**src/rtl/multiplexer_4to1_rr.sv**
```systemverilog
// Four-channel valid/ready stream merger with round-robin arbitration, packet lock
// on in_last and a single registered output stage carrying the source channel index.
module multiplexer_4to1_rr #(
    parameter int DATA_W = 8
) (
    input  logic                  clk,
    input  logic                  rst,
    input  logic [3:0]            in_valid,
    input  logic [4*DATA_W-1:0]   in_data,
    input  logic [3:0]            in_last,
    output logic [3:0]            in_ready,
    output logic                  out_valid,
    output logic [DATA_W-1:0]     out_data,
    output logic [1:0]            out_sel,
    output logic                  out_last,
    input  logic                  out_ready,
    output logic                  o_dbg_state
);

    typedef enum logic {
        ST_IDLE = 1'b0,
        ST_LOCK = 1'b1
    } state_t;

    state_t              r_state;
    state_t              w_next_state;
    logic [1:0]          r_ptr;
    logic [1:0]          r_lock_ch;
    logic                r_out_valid;
    logic [DATA_W-1:0]   r_out_data;
    logic [1:0]          r_out_sel;
    logic                r_out_last;

    logic                w_load;
    logic                w_found;
    logic [1:0]          w_grant;
    logic [1:0]          w_src;
    logic [3:0]          w_ready;
    logic                w_xfer;
    logic                w_beat_last;
    logic [DATA_W-1:0]   w_beat_data;

    // Handshake: a beat moves on channel i when in_valid[i] && in_ready[i];
    // the output beat moves when out_valid && out_ready. The output slot can
    // take a new beat when it is empty or being drained in the same cycle.
    assign w_load = !r_out_valid || out_ready;

    // First valid channel scanning from r_ptr upward, wrapping mod 4.
    always_comb begin
        w_grant = r_ptr;
        w_found = 1'b0;
        for (int k = 3; k >= 0; k--) begin
            if (in_valid[r_ptr + 2'(k)]) begin
                w_grant = r_ptr + 2'(k);
                w_found = 1'b1;
            end
        end
    end

    assign w_src       = (r_state == ST_LOCK) ? r_lock_ch : w_grant;
    assign w_xfer      = |(in_valid & w_ready);
    assign w_beat_last = in_last[w_src];
    assign w_beat_data = in_data[w_src*DATA_W +: DATA_W];

    // State register; pointer and lock channel follow the accepted beat.
    always_ff @(posedge clk or posedge rst) begin
        if (rst) begin
            r_state   <= ST_IDLE;
            r_ptr     <= 2'd0;
            r_lock_ch <= 2'd0;
        end else begin
            r_state <= w_next_state;
            if (w_xfer) begin
                if (w_beat_last) begin
                    r_ptr <= w_src + 2'd1;
                end
                if (r_state == ST_IDLE && !w_beat_last) begin
                    r_lock_ch <= w_src;
                end
            end
        end
    end

    always_comb begin
        w_next_state = r_state;
        case (r_state)
            ST_IDLE: if (w_xfer && !w_beat_last) w_next_state = ST_LOCK;
            ST_LOCK: if (w_xfer && w_beat_last)  w_next_state = ST_IDLE;
            default: w_next_state = ST_IDLE;
        endcase
    end

    // A locked channel is offered the slot whether or not it is currently valid.
    always_comb begin
        w_ready = 4'b0000;
        if (!rst && w_load) begin
            if (r_state == ST_LOCK) begin
                w_ready[r_lock_ch] = 1'b1;
            end else if (w_found) begin
                w_ready[w_grant] = 1'b1;
            end
        end
    end

    always_ff @(posedge clk or posedge rst) begin
        if (rst) begin
            r_out_valid <= 1'b0;
            r_out_data  <= '0;
            r_out_sel   <= 2'd0;
            r_out_last  <= 1'b0;
        end else if (w_load) begin
            if (w_xfer) begin
                r_out_valid <= 1'b1;
                r_out_data  <= w_beat_data;
                r_out_sel   <= w_src;
                r_out_last  <= w_beat_last;
            end else begin
                r_out_valid <= 1'b0;
            end
        end
    end

    assign in_ready    = w_ready;
    assign out_valid   = r_out_valid;
    assign out_data    = r_out_data;
    assign out_sel     = r_out_sel;
    assign out_last    = r_out_last;
    assign o_dbg_state = r_state;

endmodule

```
**config.mk**
```make
export PLATFORM = sky130hd
export DESIGN_NAME = multiplexer_4to1_rr
export DESIGN_NICKNAME = d
export VERILOG_FILES = /design/src/rtl/multiplexer_4to1_rr.sv
export SDC_FILE = /design/constraint.sdc
export NUM_CORES = 1
export LEC_CHECK = 0
export ABC_AREA = 0
export CAP_MARGIN = 40
export CORE_MARGIN = 2
export CORE_UTILIZATION = 45
export CTS_BUF_LIST = sky130_fd_sc_hd__clkbuf_16
export CTS_CLUSTER_SIZE = 40
export DETAILED_ROUTE_END_ITERATION = 16
export GPL_ROUTABILITY_DRIVEN = 1
export MAX_ROUTING_LAYER = met4
export PLACE_DENSITY = 0.86
export SLEW_MARGIN = 10
export SYNTH_ARGS = -nofsm -noshare
export SYNTH_HDL_FRONTEND = slang
export SYNTH_SLANG_ARGS = --single-unit
```
**constraint.sdc**
```tcl
create_clock -name clk -period 6.3 [get_ports clk]
set_input_delay 1.26 -clock clk [delete_from_list [all_inputs] [get_ports clk]]
set_output_delay 1.26 -clock clk [all_outputs]
set_load 0.02 [all_outputs]
```
==> reports/qor.yml <==
core_mm2: 0.002758
synth-compound-area-share_pct: 15.76
min_period_ns: 4.965
rsz0062_at_grt: "false"
crit_cells: 8
tightest_slew_ns: 0.6480
ys_types: 40
setup_viol: 0
drt-vias-per-instance: 5.968
holdPathEnd: "out_last"
slowest_delay_ns: 0.60
ios: 60
hold_viol: 0
cp_slowest_cell: "clkdlybuf4s50_1"
total_power_mw: 0.9391
final_common_cell: "clkdlybuf4s50_1"
grt_overflow: 0
yosys_warnings: 0
endpoint_kind: "primary output"
drive_above_1_share_pct: 14.52
synth_edf_count: 0
grt_max_degree: 18
status: "complete, no violations"
clk_latency_ns: 0.24
syn_nets: 171
dr_total_vias: 1295
critPathMaxFanout: 12
fmax_mhz: 201.4
dieHeight_um: 57.96
start_util_pct: 47.50
rows: 19
placedCellCount: 213
cts_buffers: 3
min_path_cells: 2
cap_viol_max_count: 0
synthAdderAreaFrac_pct: 0
maxSlewViolCount: 0
ff2ff_setup_slack_ns: 3.62
hold_buffers: 0
htreeDepth: 1
crit_type: "input pin to primary output"
portBuffers: 59
powerDensity_mw_per_mm2: 472.4
regArea_um2: 425.4
gp_congestion: 0.8396
die_w_um: 57.96
place_hpwl_um: 2713
cts_tree: "built"
routed_wl_um: 3558
ir_drop_mv: 0.2966
fillerInstances: 195
crit_chain: "clkdlybuf4s50_1 > nor2b_1 > nor4_1 > nor2b_1 > o21ai_1 > buf_4 > and3_1 > clkdlybuf4s50_1"
ys_ff_latch: 17
crit_family: "buffers and inverters"
grt_pass1_wl_um: 5961
arrival_ns: 3.70
grt_pass1_vias: 1329
cts.repair.resized: 0
cts_setup_buffers: 0
ant_nets: 0
syn_area_mm2: 0.001310
synth_top_family_by_area: "multiplexers"
drtIter0Drc: 71
timing.rr.start: "r_ptr[0]"
drc_errors: 0
antenna_found_initial: 0
synth.yosys.seq_area_share_pct: 32.47
nets: 230
path_clk_slew_ns: 0.05
async_flop_share_pct: 100.0
start_kind: "input pin"
cts_root_buf: "clkbuf_16"
finalNonFillerCells: 217
grt_usage_pct: 24.36
worst-path-buf-inv: 3
area_delta_synth_final_pct: 51.77
required_ns: 5.04
min_period_over_period_pct: 78.81
clock_path_buffers: 2
netlist_instances: 128
finalSetupTns_ns: 0
synthSimpleGateAreaFrac_pct: 20.15
r2r_end: "r_lock_ch[0]"
synthXorXnorAreaFrac_pct: 0
post_drt_wl_per_cell_um: 16.40
postLayoutCoreUtil_pct: 72.10
p_leak_nw: 0.7963
finalClockSkew_ns: 0.002387
min_from: "out_last"
antenna_cells: 0
hold_class: "register to register"
drtPass1Iterations: 4
multi_input_area_um2: 814.5
crit_start: "in_valid[0]"
ff2ff_path_depth: 7
clock-sinks: 17
synthFlopType: "dfrtp_1"
die_area_mm2: 0.003359
avgSynthCellArea_um2: 10.23
final_cell_mix: "clkdlybuf4s50_1 (59), dfrtp_1 (17), nand2_1 (11)"
max-slew-margin-rel_pct: 56.75
synthMuxAreaShare_pct: 26.27
[cells in the mapped netlist (2+ instances only)]
cell type / instances / area [um^2]
nor4_1: 2 / 12.51
or2_2: 2 / 12.51
mux2_1: 3 / 33.78
o31ai_1: 2 / 15.01
nor2_1: 6 / 22.52
mux2_2: 8 / 90.09
o22ai_1: 2 / 12.51
a21oi_1: 3 / 15.01
dfrtp_1: 17 / 425.4
a21boi_0: 2 / 15.01
nand2b_1: 6 / 37.54
clkbuf_1: 2 / 7.510
o32ai_1: 2 / 17.52
mux2i_1: 4 / 40.04
buf_6: 2 / 22.52
buf_2: 3 / 15.01
nor3_1: 5 / 25.02
mux4_2: 8 / 180.2
o21a_1: 3 / 22.52
inv_1: 5 / 18.77
nand2_1: 11 / 41.29
nand3_1: 3 / 15.01
nor2b_1: 6 / 37.54
o21ai_0: 5 / 25.02
[tightest hold or removal path, stage by stage (launching register included)]
cell	delay, ns
dfrtp_1	0.34
nand2_1	0.06
nand2_1	0.07
[registers in the layout, summed over array words and instances, names as in the netlist, named ones only]
name,count
r_lock_ch,2
out_sel,2
out_data,8
out_valid,1
r_ptr,2
out_last,1
[cell type report]
type | instances | share of cell area (%)
clock buffers | 3 | 3.776
clock inverters | 1 | 0.1888
inverters | 6 | 1.259
multi-input cells | 98 | 40.97
flip-flops and latches | 17 | 21.40
well taps | 31 | 1.951
repair buffers | 61 | 30.46
[report_power, final]
part           internal, mW  switching [mW]  total, mW
combinational         0.307           0.287      0.594
clock                0.0841          0.0387      0.123
sequential            0.167          0.0561      0.223
[metal layers]
layer	share of wire, %	track usage [%]	vias to the layer above
met3	7.4	4.464	11
met2	51	41.56	70
met4	2.9	11.30	0
li1	-	-	599
met1	38	27.60	615
met5	0	-	-
[how the worst max path moves through the flow]
stage,to,slack [ns]
3_5_place_dp,in_ready[3],1.38
3_3_place_gp,in_ready[3],1.44
2_1_floorplan,in_ready[3],2.38
6_report,in_ready[3],1.34
4_1_cts,in_ready[3],1.35
5_1_grt,in_ready[3],1.12
[through the flow]
stage	setup slack, ns	instance area (um^2)	hold WS [ns]
after floorplan	2.375	1310	0.4716
after global placement	1.435	1902	0.4645
after detailed placement	1.376	1909	0.4845
after CTS	1.347	1988	0.5039
after global routing	1.118	1988	0.5262
final	1.335	1988	0.5017
[kinds of logic after synthesis]
family | Yosys count
AND/OR/NAND/NOR | 48
buffers and inverters | 13
flip-flops | 17
multiplexers | 23
AO/OA/AOI/OAI | 27
No activity file was read; power rests on OpenSTA's default activity.
